==> src/rtl/fu_arb_pkg.sv <==
// Shared definitions for the function-unit arbiter: FunctionSelect opcodes,
// FSM state encoding and flag bit positions within {V,C,N,Z}.
package fu_arb_pkg;

  localparam logic [3:0] FS_PASSA  = 4'd0;
  localparam logic [3:0] FS_INC    = 4'd1;
  localparam logic [3:0] FS_ADD    = 4'd2;
  localparam logic [3:0] FS_ADDC   = 4'd3;
  localparam logic [3:0] FS_SUBB   = 4'd4;
  localparam logic [3:0] FS_SUB    = 4'd5;
  localparam logic [3:0] FS_DEC    = 4'd6;
  localparam logic [3:0] FS_PASSA2 = 4'd7;
  localparam logic [3:0] FS_AND    = 4'd8;
  localparam logic [3:0] FS_OR     = 4'd9;
  localparam logic [3:0] FS_XOR    = 4'd10;
  localparam logic [3:0] FS_NOTA   = 4'd11;
  localparam logic [3:0] FS_PASSB  = 4'd12;
  localparam logic [3:0] FS_SHR    = 4'd13;
  localparam logic [3:0] FS_SHL    = 4'd14;

  typedef enum logic [1:0] {
    IDLE = 2'd0,
    EXEC = 2'd1,
    RESP = 2'd2
  } state_e;

  localparam int FLAG_V = 3;
  localparam int FLAG_C = 2;
  localparam int FLAG_N = 1;
  localparam int FLAG_Z = 0;

endpackage

==> src/rtl/fu_arbiter_if.sv <==
// Bundle of requester, function-unit and response signals around fu_arbiter.
// slave = the arbiter; master = requesters plus the function unit.
interface fu_arbiter_if #(
  parameter int DATA_WIDTH    = 32,
  parameter int SHIFTER_WIDTH = 5,
  parameter int NUM_REQ       = 2,
  parameter int ID_WIDTH      = 2
);

  // Handshakes: a transfer happens on a rising clk edge where valid & ready
  // are both high for the same bit; a raised valid and its fields stay
  // stable until that transfer, ready may depend combinationally on valid.
  logic [NUM_REQ-1:0]               req_valid;
  logic [NUM_REQ-1:0]               req_ready;
  logic [NUM_REQ-1:0]               req_lock;
  logic [NUM_REQ*DATA_WIDTH-1:0]    req_a;
  logic [NUM_REQ*DATA_WIDTH-1:0]    req_b;
  logic [NUM_REQ*4-1:0]             req_fs;
  logic [NUM_REQ*SHIFTER_WIDTH-1:0] req_sh;

  logic [DATA_WIDTH-1:0]            fu_a;
  logic [DATA_WIDTH-1:0]            fu_b;
  logic [3:0]                       fu_fs;
  logic [SHIFTER_WIDTH-1:0]         fu_sh;
  logic [DATA_WIDTH-1:0]            fu_result;
  logic [3:0]                       fu_flags;

  logic [NUM_REQ-1:0]               rsp_valid;
  logic [NUM_REQ-1:0]               rsp_ready;
  logic [DATA_WIDTH-1:0]            rsp_result;
  logic [3:0]                       rsp_flags;
  logic [ID_WIDTH-1:0]              rsp_id;

  modport slave (
    input  req_valid, req_lock, req_a, req_b, req_fs, req_sh,
    input  fu_result, fu_flags, rsp_ready,
    output req_ready, fu_a, fu_b, fu_fs, fu_sh,
    output rsp_valid, rsp_result, rsp_flags, rsp_id
  );

  modport master (
    output req_valid, req_lock, req_a, req_b, req_fs, req_sh,
    output fu_result, fu_flags, rsp_ready,
    input  req_ready, fu_a, fu_b, fu_fs, fu_sh,
    input  rsp_valid, rsp_result, rsp_flags, rsp_id
  );

endinterface

==> src/rtl/fu_rr_arbiter.sv <==
// Combinational round-robin pick: first valid bit at or above ptr, otherwise
// the first valid bit from 0. Produces a one-hot grant and its index.
module fu_rr_arbiter #(
  parameter int NUM_REQ  = 2,
  parameter int ID_WIDTH = 2
) (
  input  logic [NUM_REQ-1:0]  valid,
  input  logic [ID_WIDTH-1:0] ptr,
  output logic [NUM_REQ-1:0]  grant,
  output logic [ID_WIDTH-1:0] gid
);

  logic found;

  always_comb begin
    grant = '0;
    gid   = '0;
    found = 1'b0;
    for (int i = 0; i < NUM_REQ; i++) begin
      if (!found && valid[i] && (ID_WIDTH'(i) >= ptr)) begin
        found    = 1'b1;
        grant[i] = 1'b1;
        gid      = ID_WIDTH'(i);
      end
    end
    // Wrapped half of the scan, only reached when nothing at/above ptr is valid.
    for (int i = 0; i < NUM_REQ; i++) begin
      if (!found && valid[i]) begin
        found    = 1'b1;
        grant[i] = 1'b1;
        gid      = ID_WIDTH'(i);
      end
    end
  end

endmodule

==> src/rtl/fu_arbiter.sv <==
// Round-robin sharing of one combinational function unit: IDLE -> EXEC -> RESP.
// Define FU_ARB_LOCK_EN to let req_lock keep the grant for the next op.
module fu_arbiter
  import fu_arb_pkg::*;
#(
  parameter int DATA_WIDTH    = 32,
  parameter int SHIFTER_WIDTH = 5,
  parameter int NUM_REQ       = 2,
  parameter int ID_WIDTH      = 2
) (
  input  logic         clk,
  input  logic         rst,
  fu_arbiter_if.slave  bus,
  output state_e       dbg_state
);

  state_e                   state_q, state_d;
  logic [ID_WIDTH-1:0]      ptr_q, id_q, gid, rr_gid, ptr_nxt;
  logic [NUM_REQ-1:0]       rr_grant, grant, id_onehot;
  logic                     fire, locked_grant;
  logic [DATA_WIDTH-1:0]    a_q, b_q, a_sel, b_sel, res_q;
  logic [3:0]               fs_q, fs_sel, flags_q;
  logic [SHIFTER_WIDTH-1:0] sh_q, sh_sel;

  fu_rr_arbiter #(
    .NUM_REQ  (NUM_REQ),
    .ID_WIDTH (ID_WIDTH)
  ) u_rr (
    .valid (bus.req_valid),
    .ptr   (ptr_q),
    .grant (rr_grant),
    .gid   (rr_gid)
  );

  assign id_onehot = NUM_REQ'(1) << id_q;

`ifdef FU_ARB_LOCK_EN
  logic lock_q;

  // A lock only survives into the IDLE right after the locked op; it lapses
  // as soon as its owner is seen idle there.
  assign locked_grant = (state_q == IDLE) && lock_q && |(bus.req_valid & id_onehot);

  always_ff @(posedge clk or posedge rst) begin
    if (rst) begin
      lock_q <= 1'b0;
    end else if (fire) begin
      lock_q <= |(bus.req_lock & grant);
    end else if (state_q == IDLE && !(|(bus.req_valid & id_onehot))) begin
      lock_q <= 1'b0;
    end
  end
`else
  logic unused_lock;
  assign unused_lock  = ^bus.req_lock;
  assign locked_grant = 1'b0;
`endif

  assign grant   = locked_grant ? id_onehot : rr_grant;
  assign gid     = locked_grant ? id_q : rr_gid;
  assign ptr_nxt = (gid == ID_WIDTH'(NUM_REQ - 1)) ? '0 : gid + 1'b1;

  always_comb begin
    a_sel  = '0;
    b_sel  = '0;
    fs_sel = '0;
    sh_sel = '0;
    for (int i = 0; i < NUM_REQ; i++) begin
      if (grant[i]) begin
        a_sel  = bus.req_a[i*DATA_WIDTH +: DATA_WIDTH];
        b_sel  = bus.req_b[i*DATA_WIDTH +: DATA_WIDTH];
        fs_sel = bus.req_fs[i*4 +: 4];
        sh_sel = bus.req_sh[i*SHIFTER_WIDTH +: SHIFTER_WIDTH];
      end
    end
  end

  always_ff @(posedge clk or posedge rst) begin
    if (rst) begin
      state_q <= IDLE;
    end else begin
      state_q <= state_d;
    end
  end

  always_comb begin
    state_d       = state_q;
    fire          = 1'b0;
    bus.req_ready = '0;
    bus.rsp_valid = '0;
    unique case (state_q)
      IDLE: begin
        bus.req_ready = grant;
        fire          = |grant;
        if (fire) state_d = EXEC;
      end
      EXEC: state_d = RESP;
      RESP: begin
        bus.rsp_valid = id_onehot;
        if (|(bus.rsp_ready & id_onehot)) state_d = IDLE;
      end
      default: state_d = IDLE;
    endcase
  end

  // Captured operands drive the function unit continuously, so they hold
  // their last values between ops and clear only on reset.
  always_ff @(posedge clk or posedge rst) begin
    if (rst) begin
      a_q     <= '0;
      b_q     <= '0;
      fs_q    <= FS_PASSA;
      sh_q    <= '0;
      id_q    <= '0;
      ptr_q   <= '0;
      res_q   <= '0;
      flags_q <= '0;
    end else begin
      if (fire) begin
        a_q  <= a_sel;
        b_q  <= b_sel;
        fs_q <= fs_sel;
        sh_q <= sh_sel;
        id_q <= gid;
        if (!locked_grant) ptr_q <= ptr_nxt;
      end
      if (state_q == EXEC) begin
        res_q   <= bus.fu_result;
        flags_q <= bus.fu_flags;
      end
    end
  end

  assign bus.fu_a       = a_q;
  assign bus.fu_b       = b_q;
  assign bus.fu_fs      = fs_q;
  assign bus.fu_sh      = sh_q;
  assign bus.rsp_result = res_q;
  assign bus.rsp_flags  = flags_q;
  assign bus.rsp_id     = id_q;
  assign dbg_state      = state_q;

endmodule

==> src/flat_wrapper.sv <==
// flat-port wrapper written by rule: the top's interface ports become plain ports
module fu_arbiter_flat import fu_arb_pkg::*;
#(
  parameter int DATA_WIDTH    = 32,
  parameter int SHIFTER_WIDTH = 5,
  parameter int NUM_REQ       = 2,
  parameter int ID_WIDTH      = 2
)
  (clk, rst, dbg_state, bus_req_valid, bus_req_lock, bus_req_a, bus_req_b, bus_req_fs, bus_req_sh, bus_fu_result, bus_fu_flags, bus_rsp_ready, bus_req_ready, bus_fu_a, bus_fu_b, bus_fu_fs, bus_fu_sh, bus_rsp_valid, bus_rsp_result, bus_rsp_flags, bus_rsp_id);
  fu_arbiter_if #(.DATA_WIDTH(DATA_WIDTH), .SHIFTER_WIDTH(SHIFTER_WIDTH), .NUM_REQ(NUM_REQ), .ID_WIDTH(ID_WIDTH)) bus_i ();
  input  logic clk;
  input  logic rst;
  output state_e dbg_state;
  input wire logic [$bits(bus_i.req_valid)-1:0] bus_req_valid;
  input wire logic [$bits(bus_i.req_lock)-1:0] bus_req_lock;
  input wire logic [$bits(bus_i.req_a)-1:0] bus_req_a;
  input wire logic [$bits(bus_i.req_b)-1:0] bus_req_b;
  input wire logic [$bits(bus_i.req_fs)-1:0] bus_req_fs;
  input wire logic [$bits(bus_i.req_sh)-1:0] bus_req_sh;
  input wire logic [$bits(bus_i.fu_result)-1:0] bus_fu_result;
  input wire logic [$bits(bus_i.fu_flags)-1:0] bus_fu_flags;
  input wire logic [$bits(bus_i.rsp_ready)-1:0] bus_rsp_ready;
  output wire logic [$bits(bus_i.req_ready)-1:0] bus_req_ready;
  output wire logic [$bits(bus_i.fu_a)-1:0] bus_fu_a;
  output wire logic [$bits(bus_i.fu_b)-1:0] bus_fu_b;
  output wire logic [$bits(bus_i.fu_fs)-1:0] bus_fu_fs;
  output wire logic [$bits(bus_i.fu_sh)-1:0] bus_fu_sh;
  output wire logic [$bits(bus_i.rsp_valid)-1:0] bus_rsp_valid;
  output wire logic [$bits(bus_i.rsp_result)-1:0] bus_rsp_result;
  output wire logic [$bits(bus_i.rsp_flags)-1:0] bus_rsp_flags;
  output wire logic [$bits(bus_i.rsp_id)-1:0] bus_rsp_id;
  assign bus_i.req_valid = bus_req_valid;
  assign bus_i.req_lock = bus_req_lock;
  assign bus_i.req_a = bus_req_a;
  assign bus_i.req_b = bus_req_b;
  assign bus_i.req_fs = bus_req_fs;
  assign bus_i.req_sh = bus_req_sh;
  assign bus_i.fu_result = bus_fu_result;
  assign bus_i.fu_flags = bus_fu_flags;
  assign bus_i.rsp_ready = bus_rsp_ready;
  assign bus_req_ready = bus_i.req_ready;
  assign bus_fu_a = bus_i.fu_a;
  assign bus_fu_b = bus_i.fu_b;
  assign bus_fu_fs = bus_i.fu_fs;
  assign bus_fu_sh = bus_i.fu_sh;
  assign bus_rsp_valid = bus_i.rsp_valid;
  assign bus_rsp_result = bus_i.rsp_result;
  assign bus_rsp_flags = bus_i.rsp_flags;
  assign bus_rsp_id = bus_i.rsp_id;
  fu_arbiter #(.DATA_WIDTH(DATA_WIDTH), .SHIFTER_WIDTH(SHIFTER_WIDTH), .NUM_REQ(NUM_REQ), .ID_WIDTH(ID_WIDTH)) u_core (.clk(clk), .rst(rst), .bus(bus_i), .dbg_state(dbg_state));
endmodule
==> config.mk <==
export PLATFORM = sky130hd
export DESIGN_NAME = fu_arbiter_flat
export DESIGN_NICKNAME = d
export VERILOG_FILES = /design/src/rtl/fu_arb_pkg.sv /design/src/rtl/fu_arbiter_if.sv /design/src/rtl/fu_rr_arbiter.sv /design/src/rtl/fu_arbiter.sv /design/src/flat_wrapper.sv
export SDC_FILE = /design/constraint.sdc
export NUM_CORES = 1
export LEC_CHECK = 0
export CORE_ASPECT_RATIO = 1.25
export CORE_MARGIN = 2
export CORE_UTILIZATION = 35
export CTS_CLUSTER_SIZE = 12
export DETAILED_ROUTE_END_ITERATION = 16
export HOLD_SLACK_MARGIN = 0.06
export PLACE_DENSITY = 0.79
export SKIP_LAST_GASP = 1
export SYNTH_ARGS = -nofsm -noshare
export SYNTH_HDL_FRONTEND = slang
export SYNTH_SLANG_ARGS = --single-unit
export TNS_END_PERCENT = 20
==> constraint.sdc <==
create_clock -name clk -period 4.34 [get_ports clk]
set_input_delay 0.868 -clock clk [delete_from_list [all_inputs] [get_ports clk]]
set_output_delay 0.868 -clock clk [all_outputs]
set_load 0.005 [all_outputs]
* Word-level counts from Yosys, hierarchy flattened *
Cells that the tools add are included.

cells by class
  equal/unequal tests = 5
  bitwise logic cells = 1
  mux-type cells = 24
  reduce and logical (&&, ||, !) cells = 12
  order comparisons = 2
  shift-type cells = 1
  add/sub/neg operators = 1

operator list
  cell                                                                   count
  32-bit 2-to-1 mux                                                      4
  2-bit 2-to-1 mux                                                       7
  5-bit 2-to-1 mux                                                       2
  1-bit 2-to-1 mux                                                       8
  4-bit 2-to-1 mux                                                       2
  2-bit one-hot mux with 3 select lines                                  1
  1-bit logical AND                                                      5
  2-bit by 1-bit == test with 1-bit output (second input constant)       2
  1-bit by 2-bit >= comparator with 1-bit output (first input constant)  2
  2-bit by 1-bit != test with 1-bit output (second input constant)       2
  2-bit OR reduction                                                     2
  1-bit zero test                                                        3
  2-bit by 1-bit adder with 2-bit output (second input constant)         1
  2-bit AND                                                              1
  2-bit == test (second input constant)                                  1
  2-bit zero test                                                        1
  2-bit AND reduction                                                    1
  1-bit by 2-bit << shifter with 2-bit output (first input constant)     1

storage, ports and cells
  input bits = 190
  output and inout port bits = 117
  flip-flop bits (word level) = 115

* Longest topological paths before layout *
Gate-level depths: netlist of the first run.

  depth in word-level cells = 16
  depth in mapped cells = 5

* Modules after synthesis *
A second synthesis of the first run with hierarchy kept.

unflattened totals
  cell total of the unflattened synthesis = 353
  area total of the unflattened synthesis = 5066.1 um2

by module, submodules not included
  module         area each (um2)  instances  cells an instance  sequential area each (um2)
  fu_arbiter     5019.8           1          346                2877.8
  fu_rr_arbiter  46.3             1          7                  0.0

* Least setup slack after synthesis of the first run *
No wires, ideal clock.

  kind = in2out
  start = input port bus_req_valid[0]
  end = output port bus_req_ready[0]
  buffers on the path = 2
  arrival = 1.499 ns
  setup slack = 1.973 ns
  stages on the path = 4
  path through = a21boi_1 > buf_2 > buf_4 > and2_1

on the way
  longest elaborated chain between the ends = 10

ends and longest elaborated chain
  what                            line                 source
  start: declaration              flat_wrapper.sv:14   input wire logic [$bits(bus_i.req_valid)-1:0] bus_req_valid;
  1-bit logical AND               fu_rr_arbiter.sv:20  if (!found && valid[i] && (ID_WIDTH'(i) >= ptr)) begin
  1-bit 2-to-1 mux                fu_rr_arbiter.sv:20
  1-bit zero test                 fu_rr_arbiter.sv:20
  1-bit logical AND (2 in a row)  fu_rr_arbiter.sv:20
  1-bit 2-to-1 mux                fu_rr_arbiter.sv:20
  1-bit zero test                 fu_rr_arbiter.sv:28  if (!found && valid[i]) begin
  1-bit logical AND               fu_rr_arbiter.sv:28
  1-bit 2-to-1 mux *              fu_rr_arbiter.sv:28
  2-bit 2-to-1 mux *              fu_arbiter.sv:91     unique case (state_q)
  end: declaration                flat_wrapper.sv:23   output wire logic [$bits(bus_i.req_ready)-1:0] bus_req_ready;

Mark *: on every way between the ends. The rest lies on a longest branch, timed or not.

* Worst setup path in the final report of the first run *
  start = register u_core.state_q[0] (netlist: u_core.dbg_state[0])
  end = output port bus_req_ready[1]

on the way
  longest elaborated chain between the ends = 2

ends and longest elaborated chain
  what                      line              source
  start: declaration        fu_arbiter.sv:17  state_e state_q, state_d;
  start signal: assignment  fu_arbiter.sv:82  state_q <= state_d;
  2-bit zero test           fu_arbiter.sv:91
  2-bit 2-to-1 mux          fu_arbiter.sv:91

No other way between the ends.

==> impl_metrics.env, run 1 <==
export IMPL_clk_path_buf_depth=2
export IMPL_htreeDepth=4
export IMPL_cp_start_kind="register"
export IMPL_sequentialPowerShare_pct=31.7
export IMPL_path_delay_family="simple AND/OR/NAND/NOR gates"
export IMPL_final_core_util_pct=62.61
export IMPL_cts_sink_count=113
export IMPL_p_leak_nw=3.361
export IMPL_synth_nets=630
export IMPL_comb_power_share_pct=43.6
export IMPL_finalHoldViolations=0
export IMPL_drive_above_1_share_pct=6.036
export IMPL_final_area_um2=8686
export IMPL_dieArea_um2=15270
export IMPL_fin_skew_ns=0.01159
export IMPL_grt_antenna_before_repair=0
export IMPL_arrival_ns=2.32
export IMPL_insertion_delay_ns=0.40
export IMPL_setup_tns_ns=0
export IMPL_area_growth_synth_to_final_pct=73.64
export IMPL_path_clk_slew_ns=0.06
export IMPL_fillCellCount=1101
export IMPL_die_x_um=110.9
export IMPL_path_max_fanout=38
export IMPL_yosysUniqueCellTypes=23
export IMPL_maxSlewViolCount=0
export IMPL_yosys_area_share_adder_pct=0
export IMPL_gr_usage_all_layers_pct=22.19
export IMPL_dpl_hpwl_um=12300
export IMPL_ys_ff_latch=113
export IMPL_synth_compound_area_share_pct=28.01
export IMPL_dieHeight_um=137.7
export IMPL_cts_resized=0
export IMPL_p_sw_share_pct=31.68
export IMPL_dr_pass1_iters=4
export IMPL_ff_latch_area_um2=2828
export IMPL_coreArea_um2=13870
export IMPL_fmax_mhz=313.5
export IMPL_start_util_pct=36.06
export IMPL_gr_total_overflow=0
export IMPL_cts_hold_buf=0
export IMPL_crit_required_ns=3.47
export IMPL_ctsRootBufferMaster="clkbuf_16"
export IMPL_nets=906
export IMPL_grt_max_degree=95
export IMPL_multi_input_area_um2=1901
export IMPL_fin_crit_sh_pct=73.49
export IMPL_p_clk_share_pct=24.8
export IMPL_postCtsSetupRepairBufs=0
export IMPL_first_iter_violations=246
export IMPL_wl_per_cell_um=19.00
export IMPL_synth_warning_count=0
export IMPL_critPathMaxStageDelay_ns=0.68
export IMPL_max_slew_margin_pct=22.83
export IMPL_portBuffers=303
export IMPL_cpMaxStageDelayCell="nor2_4"
export IMPL_synth_xor_area_share_pct=0
export IMPL_num_vias=4913
export IMPL_synthSimpleGateAreaFrac_pct=1.301
export IMPL_switchingPower_w=0.001935
export IMPL_path_cells="nor2_4 -> and3_1 -> clkdlybuf4s50_1"
export IMPL_p_int_w=0.004174
export IMPL_setup_viol=0
export IMPL_powerDensity_nw_per_um2=703.3
export IMPL_final_common_cell="clkdlybuf4s50_1"
export IMPL_cp_end_kind="output pin"
export IMPL_num_io_pins=307
export IMPL_synthCells=440
export IMPL_antenna_left=0
export IMPL_synth_mux_area_share_pct=8.329
export IMPL_fin_cells=905
export IMPL_routabilityCongestion=0.7892
export IMPL_power_total_w=0.006109
export IMPL_grt_pass1_wl_um=26720
export IMPL_drc=0
export IMPL_synth_top_family_by_area="compound AO/OA/AOI/OAI gates"
export IMPL_viasPerCell=5.429
export IMPL_row_count=48
export IMPL_vdd_drop_max_v=0.0003063
export IMPL_cts_made_buffers=17
export IMPL_final_cell_mix="clkdlybuf4s50_1 (302), a21oi_1 (147), dfrtp_1 (113)"
export IMPL_crit_type="reg2out"
export IMPL_path_buf_inv=1
export IMPL_routed_wl_um=17190
export IMPL_finalCriticalPeriod_ns=3.190
export IMPL_yosysSeqAreaShare_pct=56.53
export IMPL_status="finished, final reports clean"
export IMPL_worst_pin_slew_ns=1.158
export IMPL_syn_area_per_cell_um2=11.37
export IMPL_hp_class="reg2reg"
export IMPL_netlist_area_um2=5002
export IMPL_tritoncts="built"
export IMPL_grt_pass1_vias=5080
export IMPL_rsz0062_at_grt="false"
export IMPL_maxCapViolations=0
export IMPL_placed_cell_area_um2=8038
export IMPL_dp_cells=872
## final cells by class
type	instances	share of cell area, %
multi-input cells	272	21.88
inverters	2	0.1152
flip-flops and latches	113	32.56
clock buffers	22	5.344
repair buffers	310	35.47
clock inverters	10	2.089
diodes	1	0.02881
well taps	175	2.521
## registers in the layout, summed over array words and instances, names as in the netlist
| register | cells |
|---|---|
| u_core.ptr_q | 1 |
| u_core.bus.rsp_id | 1 |
| u_core.bus.rsp_result | 32 |
| u_core.bus.rsp_flags | 4 |
| u_core.bus.fu_a | 32 |
| u_core.bus.fu_fs | 4 |
| u_core.dbg_state | 2 |
| u_core.bus.fu_b | 32 |
| u_core.bus.fu_sh | 5 |
## cells in the mapped netlist
library cell	number	area share, %
buf_4	4	0.60
a21oi_1	147	15
nor2_1	2	0.15
dfrtp_1	113	57
o21ai_0	1	0.10
o21bai_1	1	0.15
buf_1	2	0.15
and2_1	1	0.13
mux2_2	1	0.23
and2_4	1	0.18
buf_6	4	0.90
a31oi_1	1	0.13
a32oi_1	73	13
buf_2	29	2.9
inv_1	2	0.15
a21boi_1	1	0.15
clkbuf_1	14	1.1
nand2b_1	3	0.38
and3_1	1	0.13
conb_1	1	0.075
mux2_1	36	8.1
nor2_4	1	0.23
or2_1	1	0.13
## metal layers
layer | vias to the layer above | global-route usage (%) | share of wire [%]
li1 | 2261 | - | -
met1 | 2405 | 24.16 | 37
met2 | 222 | 40.46 | 54
met3 | 25 | 6.687 | 7.5
met4 | 0 | 9.236 | 1.9
met5 | - | 0 | 0
## path summary, 6_finish.rpt
kind | startpoint | endpoint | slack [ns] | depth (start not counted)
max | u_core.dbg_state[0] | bus_req_ready[1] | 1.15 | 3
min | u_core.bus.rsp_result[26] | u_core.bus.rsp_result[26] | 0.49 | 1
max reg2reg | u_core.dbg_state[0] | u_core.bus.fu_b[17] | 1.58 | 4
min reg2reg | u_core.bus.rsp_result[26] | u_core.bus.rsp_result[26] | 0.49 | 1
max in group asynchronous | rst | u_core.bus.fu_b[12] | 2.25 | 3
min in group asynchronous | rst | u_core.bus.rsp_result[9] | 1.09 | 2
## cells by family after synthesis
| family | after synthesis |
|---|---|
| buf+inv | 55 |
| other cells | 1 |
| compound gates | 224 |
| mux | 37 |
| simple gates | 10 |
| flops | 113 |
## stage by stage
stage	hold WS [ns]	worst slack, ns
3_3_place_gp	0.4736	1.161
3_5_place_dp	0.4800	1.061
4_1_cts	0.4920	1.096
2_1_floorplan	0.4636	0.4846
6_report	0.4905	1.150
5_1_grt	0.5101	0.9952
## power groups by stage
stage,registers (W),logic [W],clock network [W]
4_1_cts,0.00193,0.00270,0.00154
3_3_place_gp,0.00191,0.00260,0
5_1_grt,0.00200,0.00287,0.00159
2_1_floorplan,0.00195,0.00109,0
3_5_place_dp,0.00194,0.00268,0
6_report,0.00194,0.00266,0.00151
(Power assumes the default switching activity.)
==> run 2: changes to the inputs <==
==> constraint.sdc (replaced) <==
create_clock -name clk -period 3 [get_ports clk]
set_input_delay 0.6 -clock clk [delete_from_list [all_inputs] [get_ports clk]]
set_output_delay 0.6 -clock clk [all_outputs]
set_load 0.005 [all_outputs]
==> run 2 against run 1 <==
Die area is the same; count of clock-buffer cells in the layout fell by 5; first-iteration DRC count grew 7.3%; combinational power up 46%; via count rose by 1.2%; register-to-register slack got worse by 0.69 ns; power grew 41%; worst setup slack got worse by 0.74 ns; clock skew down 0.0030 ns; global-route usage decreased by 0.087 points; critical endpoint is now bus_req_ready[0]; highest routed layer unchanged.
==> impl_metrics.env, run 2 (same netlist as run 1, synthesis figures left out) <==
export IMPL_cp_end_kind="output pin"
export IMPL_placed_cell_area_um2=8087
export IMPL_dieHeight_um=137.7
export IMPL_busiest_layer="met2"
export IMPL_global_route_usage_met1_pct=24.38
export IMPL_maxSlewViolCount=0
export IMPL_first_iter_violations=264
export IMPL_postCtsSetupRepairBufs=0
export IMPL_fin_skew_ns=0.008598
export IMPL_tritoncts="built"
export IMPL_path_clk_slew_ns=0.06
export IMPL_crit_required_ns=2.40
export IMPL_maxCapViolations=0
export IMPL_grt_antenna_before_repair=0
export IMPL_cts_made_buffers=17
export IMPL_met2_usage_pct=39.98
export IMPL_worst_r2r_cell_count=4
export IMPL_drive_above_1_share_pct=6.703
export IMPL_area_growth_synth_to_final_pct=73.26
export IMPL_rr_endpoint="u_core.bus.fu_a[26]"
export IMPL_max_slew_margin_pct=44.74
export IMPL_clk_path_buf_depth=2
export IMPL_setup_tns_ns=0
export IMPL_crit_type="in2out"
export IMPL_powerDensity_nw_per_um2=997.2
export IMPL_fillCellCount=1080
export IMPL_n_antenna_cell=0
export IMPL_crit_start="bus_req_valid[0]"
export IMPL_viasPerCell=5.487
export IMPL_grt_pass1_wl_um=26480
export IMPL_finalHoldViolations=0
export IMPL_drc=0
export IMPL_num_vias=4971
export IMPL_fin_crit_sh_pct=86.18
export IMPL_dieArea_um2=15270
export IMPL_routabilityCongestion=0.8140
export IMPL_grtUsageMet3_pct=6.731
export IMPL_dp_cells=875
export IMPL_arrival_ns=1.99
export IMPL_cp_start_kind="input pin"
export IMPL_cts_resized=0
export IMPL_start_util_pct=36.06
export IMPL_dr_pass1_iters=5
export IMPL_dpl_hpwl_um=12470
export IMPL_finalCriticalPeriod_ns=2.585
export IMPL_coreArea_um2=13870
export IMPL_rsz0062_at_grt="false"
export IMPL_crit_path_end="bus_req_ready[0]"
export IMPL_cts_sink_count=113
export IMPL_ctsRootBufferMaster="clkbuf_16"
export IMPL_fin_cells=906
export IMPL_portBuffers=303
export IMPL_routed_wl_um=17570
export IMPL_multi_input_area_um2=1901
export IMPL_power_total_w=0.008643
export IMPL_final_cell_mix="clkdlybuf4s50_1 (302), a21oi_1 (147), dfrtp_1 (113)"
export IMPL_antenna_left=0
export IMPL_vdd_drop_max_v=0.0006154
export IMPL_status="finished, final reports clean"
export IMPL_nets=909
export IMPL_num_io_pins=307
export IMPL_die_x_um=110.9
export IMPL_cts_hold_buf=0
export IMPL_worst_pin_slew_ns=0.8289
export IMPL_grt_max_degree=76
export IMPL_r2r_start="u_core.dbg_state[0]"
export IMPL_r2r_slack_ns=0.89
export IMPL_p_leak_nw=3.347
export IMPL_final_area_um2=8667
export IMPL_ff_latch_area_um2=2828
export IMPL_gr_total_overflow=0
export IMPL_final_core_util_pct=62.47
export IMPL_path_max_fanout=4
export IMPL_grt_pass1_vias=4994
export IMPL_final_common_cell="clkdlybuf4s50_1"
export IMPL_hp_class="reg2reg"
export IMPL_insertion_delay_ns=0.41
export IMPL_setup_viol=0
export IMPL_gr_usage_all_layers_pct=22.10
export IMPL_row_count=48
export IMPL_wl_per_cell_um=19.39
export IMPL_htreeDepth=4
export IMPL_fmax_mhz=386.8
run 2: changes by cell type in the layout (fill, tap and decap cells not counted), sizes merged:
cell / delta
bufinv: -3
diode: -1
inv: +4
clkinvlp: +2
buf: +3
clkinv: +1
clkbuf: -5
run 2: worst min-delay path by stage:
stage,from,to,depth (start not counted)
2_1_floorplan,u_core.ptr_q[0],u_core.ptr_q[0],1
3_3_place_gp,u_core.bus.rsp_result[3],u_core.bus.rsp_result[3],1
6_report,u_core.bus.rsp_result[25],u_core.bus.rsp_result[25],1
3_5_place_dp,u_core.bus.rsp_result[19],u_core.bus.rsp_result[19],1
5_1_grt,u_core.bus.rsp_result[18],u_core.bus.rsp_result[18],1
4_1_cts,u_core.bus.rsp_result[25],u_core.bus.rsp_result[25],1
run 2: power by group:
part / internal [W] / leakage, nW / switching [W] / total (W)
Combinational: 0.00221 / 1.76 / 0.00167 / 0.00389
Clock: 0.00123 / 0.281 / 0.000744 / 0.00197
Sequential: 0.00233 / 1.30 / 0.000451 / 0.00278
Total: 0.00577 / 3.35 / 0.00287 / 0.00864
run 2: critical path, cell delays in order:
cell	delay, ns
clkdlybuf4s50_1	0.54
a21boi_4	0.20
and2_1	0.13
clkdlybuf4s50_1	0.51
run 2: stage by stage:
step / worst slack, ns / hold WS [ns]
2_1_floorplan: 1.029 / 0.4636
3_3_place_gp: 0.4169 / 0.4768
3_5_place_dp: 0.4079 / 0.4813
4_1_cts: 0.4062 / 0.4938
5_1_grt: 0.3815 / 0.4976
6_report: 0.4146 / 0.4890
run 2: final cells by class:
type	count	area share, %
clock buffer	17	4.908
clock inverter	14	1.790
multi-input combinational	272	21.93
tap	175	2.526
inverter	2	0.1299
timing repair buffer	313	36.09
sequential	113	32.63
run 2: metal layers:
metal / up-vias / wire length (um)
met1: 2430 / 6530
li1: 2258 / -
met4: 0 / 467
met2: 249 / 9317
met3: 34 / 1250
met5: - / 0
==> run 3: changes to the inputs <==
--- a/config.mk
+++ b/config.mk
@@ -8,7 +8,7 @@
 export CORE_ASPECT_RATIO = 1.25
 export CORE_MARGIN = 2
 export CORE_UTILIZATION = 35
-export CTS_CLUSTER_SIZE = 12
+export CTS_CLUSTER_SIZE = 24
 export DETAILED_ROUTE_END_ITERATION = 16
 export HOLD_SLACK_MARGIN = 0.06
 export PLACE_DENSITY = 0.79
==> results of run 3 <==
No change in the layout: final DEF, timing and power equal those of run 2.
